$ cat src/rtl/nf2_dma_host_framer.sv
// Host DMA framer: turns host commands into txfifo request/data words and
// drains rxfifo packets back to the host, reporting length and error per command.
module nf2_dma_host_framer #(
   parameter int DMA_DATA_WIDTH = 32,
   parameter int NUM_CPU_QUEUES = 4,
   parameter int PKT_LEN_WIDTH  = 11
) (
   input  logic                         clk,
   input  logic                         reset,
   input  logic                         cmd_valid,
   output logic                         cmd_ready,
   input  logic                         cmd_dir,
   input  logic [3:0]                   cmd_queue_id,
   input  logic [PKT_LEN_WIDTH-1:0]     cmd_len,
   input  logic [DMA_DATA_WIDTH-1:0]    host_tx_data,
   input  logic                         host_tx_vld,
   output logic                         host_tx_rdy,
   output logic [DMA_DATA_WIDTH-1:0]    host_rx_data,
   output logic                         host_rx_eop,
   output logic [1:0]                   host_rx_bytecnt,
   output logic                         host_rx_vld,
   input  logic                         host_rx_rdy,
   input  logic                         txfifo_full,
   output logic                         txfifo_wr,
   output logic [DMA_DATA_WIDTH+3:0]    txfifo_wr_data,
   input  logic                         rxfifo_empty,
   input  logic [DMA_DATA_WIDTH+2:0]    rxfifo_rd_data,
   output logic                         rxfifo_rd_inc,
   output logic                         xfer_done,
   output logic                         xfer_err,
   output logic [PKT_LEN_WIDTH-1:0]     xfer_len
);

   localparam int DW = DMA_DATA_WIDTH;
   localparam int LW = PKT_LEN_WIDTH;
   localparam logic [LW:0] LEN_MAX = {1'b0, {LW{1'b1}}};
   localparam logic [4:0]  NQ      = 5'(NUM_CPU_QUEUES);

   typedef enum logic [2:0] {IDLE, TX_REQ, TX_DATA, RX_REQ, RX_DATA, DONE} state_t;
   state_t state, state_nxt;

   logic          dir_q;
   logic [3:0]    qid_q;
   logic [LW-1:0] len_q;
   logic [LW-2:0] words_left;
   logic [LW-1:0] cnt_q;
   logic          rx_err_q;

   logic          cmd_bad, tx_eop, tx_fire, rx_eop, rx_fire, ovf;
   logic [LW:0]   len_p3, rx_sum;
   logic [2:0]    rx_add;
   logic [LW-1:0] cnt_nxt;

   // rx to an invalid queue would never see EOP from the board, so it fails locally
   assign cmd_bad = cmd_dir ? ({1'b0, cmd_queue_id} >= NQ) : (cmd_len == '0);
   assign len_p3  = {1'b0, cmd_len} + (LW+1)'(3);
   assign tx_eop  = (words_left == (LW-1)'(1));
   assign tx_fire = (state == TX_DATA) && host_tx_vld && !txfifo_full;
   assign rx_eop  = rxfifo_rd_data[DW+2];
   assign rx_fire = (state == RX_DATA) && !rxfifo_empty && host_rx_rdy;

   // EOP bytecnt 00 means a full word
   assign rx_add  = (rx_eop && rxfifo_rd_data[DW+1:DW] != 2'b00) ?
                    {1'b0, rxfifo_rd_data[DW+1:DW]} : 3'd4;
   assign rx_sum  = {1'b0, cnt_q} + {{(LW-2){1'b0}}, rx_add};
   assign ovf     = rx_sum > LEN_MAX;
   assign cnt_nxt = ovf ? {LW{1'b1}} : rx_sum[LW-1:0];

   always_ff @(posedge clk) begin
      if (reset) state <= IDLE;
      else       state <= state_nxt;
   end

   always_comb begin
      state_nxt = state;
      case (state)
         IDLE:    if (cmd_valid) state_nxt = cmd_bad ? DONE : (cmd_dir ? RX_REQ : TX_REQ);
         TX_REQ:  if (!txfifo_full) state_nxt = TX_DATA;
         RX_REQ:  if (!txfifo_full) state_nxt = RX_DATA;
         TX_DATA: if (tx_fire && tx_eop) state_nxt = DONE;
         RX_DATA: if (rx_fire && rx_eop) state_nxt = DONE;
         DONE:    state_nxt = IDLE;
         default: state_nxt = IDLE;
      endcase
   end

   // Outputs are forced quiet while reset is held so an abandoned transfer
   // cannot touch either FIFO in the reset cycle.
   always_comb begin
      cmd_ready       = 1'b0;
      host_tx_rdy     = 1'b0;
      host_rx_data    = '0;
      host_rx_eop     = 1'b0;
      host_rx_bytecnt = 2'b00;
      host_rx_vld     = 1'b0;
      txfifo_wr       = 1'b0;
      txfifo_wr_data  = '0;
      rxfifo_rd_inc   = 1'b0;
      xfer_done       = 1'b0;
      if (reset) begin
         cmd_ready = 1'b1;
      end else begin
         case (state)
            IDLE: cmd_ready = 1'b1;
            TX_REQ, RX_REQ: begin
               txfifo_wr      = !txfifo_full;
               txfifo_wr_data = {1'b1, dir_q, 2'b00, {(DW-4){1'b0}}, qid_q};
            end
            TX_DATA: begin
               host_tx_rdy    = !txfifo_full;
               txfifo_wr      = tx_fire;
               txfifo_wr_data = {1'b0, tx_eop, tx_eop ? len_q[1:0] : 2'b00, host_tx_data};
            end
            RX_DATA: begin
               host_rx_vld     = !rxfifo_empty;
               host_rx_data    = rxfifo_rd_data[DW-1:0];
               host_rx_eop     = rx_eop;
               host_rx_bytecnt = rxfifo_rd_data[DW+1:DW];
               rxfifo_rd_inc   = rx_fire;
            end
            DONE: xfer_done = 1'b1;
            default: ;
         endcase
      end
   end

   always_ff @(posedge clk) begin
      if (reset) begin
         dir_q      <= 1'b0;
         qid_q      <= '0;
         len_q      <= '0;
         words_left <= '0;
         cnt_q      <= '0;
         rx_err_q   <= 1'b0;
         xfer_err   <= 1'b0;
         xfer_len   <= '0;
      end else begin
         case (state)
            IDLE: if (cmd_valid) begin
               dir_q      <= cmd_dir;
               qid_q      <= cmd_queue_id;
               len_q      <= cmd_len;
               words_left <= (LW-1)'(len_p3 >> 2);
               cnt_q      <= '0;
               rx_err_q   <= 1'b0;
               if (cmd_bad) begin
                  xfer_err <= 1'b1;
                  xfer_len <= '0;
               end
            end
            TX_DATA: if (tx_fire) begin
               words_left <= words_left - 1'b1;
               if (tx_eop) begin
                  xfer_err <= 1'b0;
                  xfer_len <= len_q;
               end
            end
            RX_DATA: if (rx_fire) begin
               cnt_q    <= cnt_nxt;
               rx_err_q <= rx_err_q | ovf;
               if (rx_eop) begin
                  xfer_err <= rx_err_q | ovf;
                  xfer_len <= cnt_nxt;
               end
            end
            default: ;
         endcase
      end
   end

endmodule

$ cat config.mk
export PLATFORM = sky130hd
export DESIGN_NAME = nf2_dma_host_framer
export DESIGN_NICKNAME = d
export VERILOG_FILES = /design/src/rtl/nf2_dma_host_framer.sv
export SDC_FILE = /design/constraint.sdc
export NUM_CORES = 1
export LEC_CHECK = 0
export BUFFER_PORTS_ARGS = -buffer_cell sky130_fd_sc_hd__buf_2
export CORE_ASPECT_RATIO = 0.6
export CORE_MARGIN = 2
export CORE_UTILIZATION = 47
export DETAILED_ROUTE_END_ITERATION = 8
export GPL_ROUTABILITY_DRIVEN = 0
export GPL_TIMING_DRIVEN = 0
export PLACE_DENSITY = 0.82
export SYNTH_ARGS = -nofsm -noshare
export SYNTH_HDL_FRONTEND = slang
export SYNTH_SLANG_ARGS = --single-unit
$ cat constraint.sdc
create_clock -name clk -period 2.2 [get_ports clk]
set_input_delay 0.33 -clock clk [delete_from_list [all_inputs] [get_ports clk]]
set_output_delay 0.33 -clock clk [all_outputs]
set_load 0.02 [all_outputs]
==> summary.md, run 1 <==
| Metric | Value |
|---|---|
| Fin cells | `around 780` |
| Vias | `roughly 4800` |
| Via count of the first global-routing pass | `between 4000 and 5000` |
| Yosys reg bits | `53` |
| Chip Width | `between 100 and 150 um` |
| Hold Violations, Final | `0` |
| Pwr dens | `between 800 and 900 mW/mm2` |
| First-pass GRT wire length | `21.92 mm` |
| DR iter-0 viols | `521` |
| Setup WS pre-CTS | `-0.4323 ns` |
| P&R area growth vs syn | `39.24%` |
| Gate Count Post-Synth | `480` |
| Post-synth EDFFs | `0` |
| Clk_lat worst skew | `~0.29 ns` |
| Syn_area_per_cell | `approximately 7.5 um2` |
| Final cycle utilization of the critical path | `101.9%` |
| Clk pin slew, worst setup/hold paths | `0.07 ns` |
| Status | `complete, but fails checks` |
| Largest cells by area after synthesis | `dfxtp_1 (30%), and3_1 (11%), nand2_1 (7.7%)` |
| Slew Limit Fails | `0` |
| Final WS setup | `-0.04097 ns` |
| Setup CP Type | `reg -> out` |
| Crit end category | `output port` |
| Sequential-to-total area share from yosys stat | `29.63%` |
| Worst hold path class | `in -> reg` |
| WL/cell | `approximately 19 um` |
| Failing checks | `negative setup slack` |
| Hpwl dp | `between 10 and 15 mm` |
| Post-synth top cells | `nand2_1 (73), and3_1 (65), dfxtp_1 (53), a21oi_1 (49), clkbuf_1 (32)` |
| Power Total | `roughly 4200 uW` |
| Ant diodes | `0` |
| Clock Tree Root | `clkbuf_16` |
| Max_cap viols | `0` |
| Nets@finish | `a little under 800` |
| Core area | `around 0.0073 mm2` |
| Peak VDD IR | `roughly 0.54 mV` |
| Asr flop ratio synth | `0%` |
| GRT Util Overall | `33.43%` |
| Relative slew margins | `roughly 54%` |
| Post-Synthesis Cell Area | `~0.0036 mm2` |
| P_leak | `roughly 0.0024 uW` |
| Overflow after GRT | `0` |
| Initial Util | `about half` |
| Residual DRC | `0` |
| Htree depth | `2` |
| Die Y | `71.61 um` |
| TritonCTS buffer count | `5` |
| Cts hold-fix bufs | `0` |
| FMAX | `approximately 450 MHz` |
| Post-Route WL | `around 15 mm` |
| Data arrival, critical path | `about 1.9 ns` |
| Setup TNS Final | `-0.1001 ns` |
| Vias/cell | `slightly above 6` |
| Number of antenna violations at the first check in global routing | `0` |
| Yosys warning count | `0` |
| CP Data Required Time | `approximately 1.9 ns` |
| CTS max path bufs | `2` |
| Cell taking the most area after synthesis | `dfxtp_1` |
| Worst setup SP type | `register` |
| Minimum clock period | `2.241 ns` |
| Synth cell types | `between 60 and 70` |
| Layout cells sized above 1 | `~38%` |
| Antenna-violating nets left | `0` |
| Placed insts | `762` |
| Main synth FF type | `dfxtp_1` |
| Actual slew at the worst max-slew pin | `0.6831 ns` |
| Syn nets | `576` |
| Post-synth top area share | `29.63%` |
| Critical path fanouts, max | `3` |
| Full die area | `about 0.0084 mm2` |
| Clk sink count | `53` |
| CTS tree | `yes` |
| Io pins | `about 180` |
| Largest net degree at the start of global routing | `17` |
| 1st-pass router iterations | `5` |
| RSZ-0062 raised after global routing | `yes` |
| Worst Skew | `~0.0053 ns` |
| Core Util, Final | `68.05%` |
| Final setup violation count | `3` |
| Core Rows | `24` |
| IO buf count | `about 180` |
| Count leader, synth | `nand2_1` |
-- layer usage --
layer / share of wire [%] / vias to the layer above / track usage [%]
met5: 0 / - / 0
met4: 1.9 / 0 / 7.451
met3: 14 / 43 / 11.25
met2: 43 / 342 / 50.03
met1: 41 / 2238 / 46.98
li1: - / 2143 / -
-- path summary, 6_finish.rpt --
path         cells past startpoint            start                 end  slack [ns]
min reg2reg                      2         len_q[7]            len_q[7]        0.46
max                              6    words_left[1]  txfifo_wr_data[33]       -0.04
max reg2reg                      7         cnt_q[1]            xfer_err        0.05
min                              3  cmd_queue_id[1]            qid_q[1]        0.28
-- what timing repair did --
item / CTS / global route
buffers inserted: 6 / 3
resized for setup: 38 / 31
pin swaps: 5 / 3
endpoints found under the setup margin: 86 / 80
-- area by class of cell --
cell class | count | area [um2]
fill | 641 | 2341
timing repair buffer | 187 | 979.7
clock buffer | 5 | 125.1
buffer | 38 | 217.7
sequential | 53 | 1069
tap | 104 | 130.1
clock inverter | 2 | 16.27
multi-input combinational | 379 | 2415
inverter | 9 | 33.78
-- registers in the layout (all words and copies together), names as in the netlist --
register / count
cnt_q: 11
dir_q: 1
len_q: 11
qid_q: 4
rx_err_q: 1
state: 3
words_left: 10
xfer_err: 1
xfer_len: 11
-- logic make-up after synthesis --
kind of cell	after synthesis	synth area share, %
multiplexers	4	1.153
flip-flops	53	29.63
adder cells (fa/ha/maj)	6	2.306
XOR/XNOR	12	2.935
AND/OR/NAND/NOR	227	33.68
AO/OA/AOI/OAI	130	24.49
buffers and inverters	48	5.800
-- placed cells by master, fill, tap and decap left out, types with 9 or more instances in the layout --
cell type,instances
nand3_1,9
nand2_1,72
a21oi_1,48
nor2_1,19
clkbuf_1,17
o21ai_0,26
buf_4,13
dfxtp_1,49
buf_2,175
nor3_1,13
o211ai_1,9
and3_1,65
-- report_power, final --
group | internal [uW] | total, uW | switching [uW]
clock | 419 | 787 | 369
combinational | 791 | 2090 | 1300
sequential | 1140 | 1300 | 151
-- per-stage QoR --
step | cell area, um2 | hold slack [ns]
2_1_floorplan | 3586 | 0.4357
3_3_place_gp | 4607 | 0.4432
3_5_place_dp | 4607 | 0.4489
4_1_cts | 4888 | 0.2861
5_1_grt | 4986 | 0.2966
6_report | 4986 | 0.2815
-- critical path: stages, from the launching register on --
cell and delay [ns]:
dfxtp_2 0.33, inv_2 0.05, ha_1 0.12, or4b_4 0.47, and4bb_2 0.38, and2_4 0.16, buf_6 0.11
(Power assumes the default switching activity.)
==> run 2, diff against run 1 <==
--- a/config.mk
+++ b/config.mk
@@ -13,4 +13,5 @@
 export GPL_ROUTABILITY_DRIVEN = 0
 export GPL_TIMING_DRIVEN = 0
+export HOLD_SLACK_MARGIN = 0.1
 export PLACE_DENSITY = 0.82
 export SYNTH_ARGS = -nofsm -noshare
==> constraint.sdc (replaced) <==
create_clock -name clk -period 2.2 [get_ports clk]
set_input_delay 0.33 -clock clk [delete_from_list [all_inputs] [get_ports clk]]
set_output_delay 0.33 -clock clk [all_outputs]
set_load 0.01 [all_outputs]
==> run 2 against run 1 <==
Compared with the run above:
- the run still ends with negative setup slack left
- maximum frequency rose by 0.74%
- critical path depth decreased by 1
- utilization increased by 0.10 points
- non-clock buffer count fell by 2
- hold slack better by 0.0029 ns
- first-iteration DRC count down 6.0%
- die area stayed put
- critical path type unchanged
- total power is 1.9% lower
- count of clock-buffer cells in the layout is 1 higher
- sequential cell count is the same
- final cell count decreased by 0.13%
==> summary.md, run 2 (synthesized netlist as in run 1, its figures left out) <==
| Metric | Value |
|---|---|
| Peak VDD IR | `0.6024 mV (+11%)` |
| Clk_lat worst skew | `0.29 ns (about the same)` |
| Hpwl dp | `11.56 mm (about the same)` |
| Flop pwr share | `31.9% (+0.9 points)` |
| Failing checks | `negative setup slack` |
| Status | `complete, but fails checks` |
| Crit end category | `output port` |
| GRT Util Overall | `33.41% (about the same)` |
| Largest regs | `cnt_q (11), len_q (11), xfer_len (11)` |
| Final cycle utilization of the critical path | `101.1% (-0.75 points)` |
| Relative slew margins | `51.23% (-3.2 points)` |
| Core Rows | `24 (unchanged)` |
| Post-Route WL | `14.84 mm (-0.52%)` |
| Htree depth | `2 (unchanged)` |
| Residual DRC | `0 (unchanged)` |
| P&R area growth vs syn | `39.45%` |
| P_leak | `0.002446 uW (about the same)` |
| Net switching power | `1706 uW (-6.4%)` |
| TritonCTS buffer count | `5 (unchanged)` |
| Initial Util | `48.87% (unchanged)` |
| Clk sink count | `53 (unchanged)` |
| Clock share of power | `20.0% (+1.2 points)` |
| Worst Skew | `0.004191 ns (-0.001117 ns)` |
| DR iter-0 viols | `490 (-6.0%)` |
| First-pass GRT wire length | `21.77 mm (-0.69%)` |
| Number of antenna violations at the first check in global routing | `0 (unchanged)` |
| Placed insts | `762 (unchanged)` |
| Data arrival, critical path | `1.89 ns (-0.02 ns)` |
| Worst setup SP type | `register` |
| Met3 GRT Util | `10.74% (-0.51 points)` |
| Antenna-violating nets left | `0 (unchanged)` |
| Cts hold-fix bufs | `0 (unchanged)` |
| Overflow after GRT | `0 (unchanged)` |
| Ant diodes | `0 (unchanged)` |
| Switching Fraction | `41.61% (-2.0 points)` |
| CTS tree | `yes` |
| Core area | `0.007327 mm2 (unchanged)` |
| Worst hold path class | `in -> reg` |
| FMAX | `449.5 MHz (+0.74%)` |
| Met1 Use GR | `45.57% (-1.4 points)` |
| RSZ-0062 raised after global routing | `yes` |
| Int Power | `2393 uW (+1.6%)` |
| Largest net degree at the start of global routing | `17 (unchanged)` |
| Core Util, Final | `68.15% (+0.10 points)` |
| Most frequent cells in the layout | `buf_2 (179), nand2_1 (72), and3_1 (65), dfxtp_1 (49), a21oi_1 (48)` |
| Chip Width | `116.7 um (unchanged)` |
| Die Y | `71.61 um (unchanged)` |
| IO buf count | `178 (unchanged)` |
| Io pins | `179 (unchanged)` |
| Peak-usage layer in the global routing report | `met2` |
| Layout cells sized above 1 | `38.24% (+0.35 points)` |
| Grt met2 use | `51.00% (+0.96 points)` |
| Setup TNS Final | `-0.04284 ns (+0.05730 ns)` |
| Setup CP Type | `reg -> out` |
| 1st-pass router iterations | `6 (+1)` |
| Vias/cell | `6.119 (-0.25%)` |
| Gate power share | `48.1% (-2.0 points)` |
| Fin area | `0.004994 mm2 (+0.15%)` |
| WL/cell | `19.13 um (-0.39%)` |
| Minimum clock period | `2.224 ns (-0.01648 ns)` |
| Vias | `4748 (-0.38%)` |
| CTS max path bufs | `2 (unchanged)` |
| Full die area | `0.008356 mm2 (unchanged)` |
| Final WS setup | `-0.02449 ns (+0.01648 ns)` |
| Actual slew at the worst max-slew pin | `0.7316 ns (+0.04850 ns)` |
| DP Area | `0.004602 mm2 (-0.11%)` |
| Critical path fanouts, max | `6 (+3)` |
| Fin cells | `776 (-0.13%)` |
| Slew Limit Fails | `0 (unchanged)` |
| Final setup violation count | `2 (-1)` |
| Via count of the first global-routing pass | `4219 (+1.2%)` |
| CP Data Required Time | `1.87 ns (about the same)` |
| Max_cap viols | `0 (unchanged)` |
| Hold Violations, Final | `0 (unchanged)` |
| Commonest non-fill, non-tap cell in the layout | `buf_2` |
| Clk pin slew, worst setup/hold paths | `0.07 ns (about the same)` |
| Nets@finish | `767 (-0.26%)` |
| Clock Tree Root | `clkbuf_16` |
| Pwr dens | `820.8 mW/mm2 (-2.0%)` |
run 2: cell types whose count changed in the layout (fill, tap and decap cells not counted), sizes merged:
cell,previous run,this run
clkbuf,36,37
clkinvlp,1,0
clkinv,1,2
buf,194,192
run 2: worst paths after layout:
| kind | startpoint | end | slack [ns] | cells after the start |
|---|---|---|---|---|
| setup / recovery | words_left[0] | txfifo_wr_data[33] | -0.02 | 5 |
| hold / removal | cmd_queue_id[0] | qid_q[0] | 0.28 | 3 |
| setup reg to reg | words_left[0] | xfer_len[6] | 0.07 | 7 |
| hold reg to reg | dir_q | dir_q | 0.46 | 2 |
run 2: power by group through the flow:
stage / Combinational (uW) / Clock [uW] / Sequential (uW)
after floorplan: 1140 / 0 / 1290
after global placement: 1700 / 0 / 1290
after detailed placement: 1750 / 0 / 1290
after CTS: 1850 / 818 / 1290
after global routing: 2110 / 853 / 1330
final: 1970 / 818 / 1310
run 2: stage by stage:
step | setup slack, ns | hold slack (ns) | total power, uW
2_1_floorplan | 0.1212 | 0.4357 | 2431
3_3_place_gp | -0.3482 | 0.4472 | 2983
3_5_place_dp | -0.4301 | 0.4486 | 3046
4_1_cts | -0.007114 | 0.2856 | 3956
5_1_grt | -0.05328 | 0.2894 | 4293
6_report | -0.02449 | 0.2844 | 4099
run 2: cell type report:
type,count,area (um2)
multi-input cells,379,2430
fillers,614,2333
flip-flops and latches,53,1074
repair buffers,184,942.2
plain buffers,39,229.0
clock buffers,6,138.9
well taps,104,130.1
inverters,9,36.28
clock inverters,2,13.76
run 2: worst max-delay path, cell delays in order (launching register included):
cell	delay, ns
dfxtp_4	0.39
ha_4	0.13
or4b_4	0.45
and4bb_2	0.38
and2_1	0.13
buf_2	0.12
run 2: metal layers:
metal	routed length [um]	part of all wire [%]
met4	333	2.2
met5	0	0
met2	6562	44
met3	1965	13
met1	5981	40
run 2: timing repair:
action / 4_1_cts / 5_1_grt
buffers inserted: 5 / 1
hold endpoints to repair: 0 / 0
setup endpoints to repair: 85 / 97
resized for setup: 39 / 40
pin swaps: 4 / 5
==> run 3, diff against run 2 <==
Settings changed: ABC_AREA set to 1, CORE_UTILIZATION 47 to 48.
==> run 3 against run 2 <==
Compared with the run above:
- the run still ends with negative setup slack left
- critical path depth grew 3
- synthesized cell count increased by 39%
- maximum frequency is 0.30% higher
- critical path type unchanged
- critical endpoint is now txfifo_wr
- largest cell class unchanged
==> summary.md, run 3 <==
| Metric | Value |
|---|---|
| Footprint of the multi-input gates | `0.002313 mm2 (-4.8%)` |
| Vias | `4980 (+4.9%)` |
| Layout cells sized above 1 | `28.07% (-10 points)` |
| First-pass GRT wire length | `20.62 mm (-5.3%)` |
| Core Rows | `25 (+4.2%)` |
| Core area | `0.007789 mm2 (+6.3%)` |
| Full die area | `0.008689 mm2 (+4.0%)` |
| Worst hold margin | `0.3206 ns (+0.03629 ns)` |
| DR iter-0 viols | `487 (-0.61%)` |
| Peak-usage layer in the global routing report | `met2` |
| Gate power share | `60.1% (+12 points)` |
| Syn nets | `764 (+33%)` |
| Largest net degree at the start of global routing | `19 (+2)` |
| Hold Violations, Final | `0 (unchanged)` |
| Antenna-violating nets left | `0 (unchanged)` |
| Die Y | `73.01 um (+2.0%)` |
| Worst setup SP type | `register` |
| IO buf count | `177 (-0.56%)` |
| Worst path slowest cell | `dfxtp_1` |
| TritonCTS buffer count | `5 (unchanged)` |
| Syn_area_per_cell | `5.703 um2 (-24%)` |
| Relative slew margins | `61.27% (+10 points)` |
| Clock Tree Root | `clkbuf_16` |
| Setup TNS Final | `-0.01785 ns (+0.02499 ns)` |
| Worst R2R Setup Slack | `0.17 ns (+0.10 ns)` |
| Clock share of power | `14.2% (-5.8 points)` |
| Largest cells by area after synthesis | `dfxtp_1 (28%), nand2_1 (20%), nor2_1 (13%)` |
| Yosys reg bits | `53 (unchanged)` |
| Largest regs | `cnt_q (11), len_q (11), xfer_len (11)` |
| Clk pin slew, worst setup/hold paths | `0.08 ns (about the same)` |
| Fin cells | `970 (+25%)` |
| R2r worst-path depth | `10 (+3)` |
| Commonest non-fill, non-tap cell in the layout | `nand2_1` |
| Status | `complete, but fails checks` |
| Critical Path End | `txfifo_wr` |
| Most used cell, CP | `buf_4` |
| Final setup violation count | `1 (-1)` |
| WL/cell | `13.63 um (-29%)` |
| Residual DRC | `0 (unchanged)` |
| Int Power | `2927 uW (+22%)` |
| Clk_lat worst skew | `0.30 ns (about the same)` |
| Ant diodes | `0 (unchanged)` |
| Met3 GRT Util | `5.703% (-5.0 points)` |
| Critical path depth | `8 (+3)` |
| Post-synth top area share | `27.85% (-1.8 points)` |
| RR Startpoint | `cnt_q[2]` |
| Minimum clock period | `2.218 ns (-0.006643 ns)` |
| Hpwl dp | `10.40 mm (-10%)` |
| Final WS setup | `-0.01785 ns (+0.006643 ns)` |
| Cell Chain, Critical Path | `clkbuf_4 > nor3_4 > buf_4 > buf_4 > buf_4 > nand2_1 > o22ai_1 > buf_2` |
| Switching Fraction | `49.51% (+7.9 points)` |
| Failing checks | `negative setup slack` |
| GRT Util Overall | `29.19% (-4.2 points)` |
| Main synth FF type | `dfxtp_1` |
| Clk sink count | `53 (unchanged)` |
| Data arrival, critical path | `1.89 ns (about the same)` |
| Count leader, synth | `nand2_1` |
| P&R area growth vs syn | `33.86%` |
| Post-synth EDFFs | `0 (unchanged)` |
| Synth cell types | `35 (-44%)` |
| CTS max path bufs | `2 (unchanged)` |
| Slew Limit Fails | `0 (unchanged)` |
| Overflow after GRT | `0 (unchanged)` |
| Sequential-to-total area share from yosys stat | `27.85% (-1.8 points)` |
| Final cycle utilization of the critical path | `100.8% (-0.30 points)` |
| Cts hold-fix bufs | `0 (unchanged)` |
| Placed insts | `953 (+25%)` |
| Cell taking the most area after synthesis | `dfxtp_1` |
| Most frequent cells in the layout | `nand2_1 (204), buf_2 (182), nor2_1 (127), inv_1 (71), dfxtp_1 (52)` |
| Post-Synthesis Cell Area | `0.003810 mm2 (+6.4%)` |
| Number of antenna violations at the first check in global routing | `0 (unchanged)` |
| Max_cap viols | `0 (unchanged)` |
| Setup CP Type | `reg -> out` |
| Yosys warning count | `0 (unchanged)` |
| Flop pwr share | `25.7% (-6.2 points)` |
| CP Data Required Time | `1.87 ns (about the same)` |
| Post-synth top cells | `nand2_1 (204), nor2_1 (128), inv_1 (72), dfxtp_1 (53), o21ai_0 (43)` |
| Gate Count Post-Synth | `668 (+39%)` |
| Net switching power | `2871 uW (+68%)` |
| Buf/Inv on CP | `5 (+4)` |
| CP delay by family, top | `buffers and inverters` |
| 1st-pass router iterations | `5 (-1)` |
| Grt met2 use | `47.64% (-3.4 points)` |
| Chip Width | `119.0 um (+2.0%)` |
| Initial Util | `48.92% (about the same)` |
| Worst reg2reg path endpoint | `xfer_len[9]` |
| Power Total | `5799 uW (+41%)` |
| FMAX | `450.9 MHz (+0.30%)` |
| Peak VDD IR | `0.5597 mV (-7.1%)` |
| Pwr dens | `1137 mW/mm2 (+39%)` |
| CTS tree | `yes` |
| Filler Cell Count | `739 (+20%)` |
| Core Util, Final | `65.48% (-2.7 points)` |
| Nets@finish | `957 (+25%)` |
| Crit end category | `output port` |
| Asr flop ratio synth | `0% (unchanged)` |
| Post-Route WL | `13.22 mm (-11%)` |
| Via count of the first global-routing pass | `4305 (+2.0%)` |
| Crit path largest cell delay | `0.31 ns (-0.14 ns)` |
| Io pins | `179 (unchanged)` |
| Storage cell area | `0.001062 mm2 (-1.0%)` |
| Vias/cell | `5.134 (-16%)` |
| P_leak | `0.002825 uW (+16%)` |
| Htree depth | `2 (unchanged)` |
| RSZ-0062 raised after global routing | `yes` |
| Actual slew at the worst max-slew pin | `0.5809 ns (-0.1507 ns)` |
| Met1 Use GR | `40.78% (-4.8 points)` |
| Critical path fanouts, max | `8 (+2)` |
| Worst Skew | `0.008121 ns (+0.003930 ns)` |
| Worst Setup SP | `state[2]` |
| Worst hold path class | `in -> reg` |
[run 3: cell types whose count changed after synthesis, moves of 12 or more]
cell / before / now
nor3_1: 15 / 3
o21ai_0: 27 / 43
inv_1: 9 / 72
a21oi_1: 49 / 32
nand2_1: 73 / 204
and3_1: 65 / 0
nor2_1: 21 / 128
clkbuf_1: 32 / 18
nand3_1: 9 / 40
[run 3: power groups by stage]
stage / combinational (uW) / clock [uW] / sequential (uW)
finish: 3480 / 823 / 1490
global route: 3860 / 861 / 1530
CTS: 3330 / 830 / 1480
detailed placement: 3250 / 0 / 1500
global placement: 3150 / 0 / 1480
floorplan: 2360 / 0 / 1470
[run 3: tightest hold or removal path: cells and delay by family]
kind,cells,cell delay [ns]
compound gates,2,0.18
buf+inv,1,0.08
[run 3: final cells by class]
type,instances,share of cell area [%]
Sequential cell,53,20.83
Tap cell,108,2.650
Clock inverter,3,0.4907
Buffer,32,3.631
Timing Repair Buffer,186,18.77
Inverter,79,5.815
Multi-Input combinational cell,504,45.36
Clock buffer,5,2.453
[run 3: per-stage QoR]
step                      setup slack [ns]  area (um2)
after floorplan                     0.2726        3810
after global placement             -0.1422        4831
after detailed placement           -0.2417        4831
after CTS                          0.01414        5029
after global routing              -0.07028        5100
final                             -0.01785        5100
[run 3: layer usage]
metal	share of wire [%]	up-vias
met5	0	-
li1	-	2461
met1	44	2209
met4	0.76	0
met2	44	294
met3	12	16
[run 3: cells by family after synthesis]
logic type / after synthesis / synth area share [%]
compound gates: 98 / 13.92
xor+xnor: 4 / 0.9197
buf+inv: 111 / 12.02
simple gates: 396 / 43.12
flops: 53 / 27.85
fa+ha+maj: 6 / 2.168
[run 3: worst min-delay path by stage]
stage                     slack, ns            start  cells after the start  endpoint
final                          0.32  cmd_queue_id[0]                      3  qid_q[0]
after global routing           0.35          cmd_dir                      3     dir_q
after CTS                      0.31  cmd_queue_id[0]                      3  qid_q[0]
after detailed placement       0.44         qid_q[0]                      2  qid_q[0]
after global placement         0.44         qid_q[0]                      2  qid_q[0]
after floorplan                0.42         qid_q[3]                      2  qid_q[3]
[run 3: repair_timing]
action | 4_1_cts | 5_1_grt
setup buffers | 4 | 5
pin swaps | 2 | 2
resized for setup | 5 | 20
setup endpoints to repair | 34 | 76
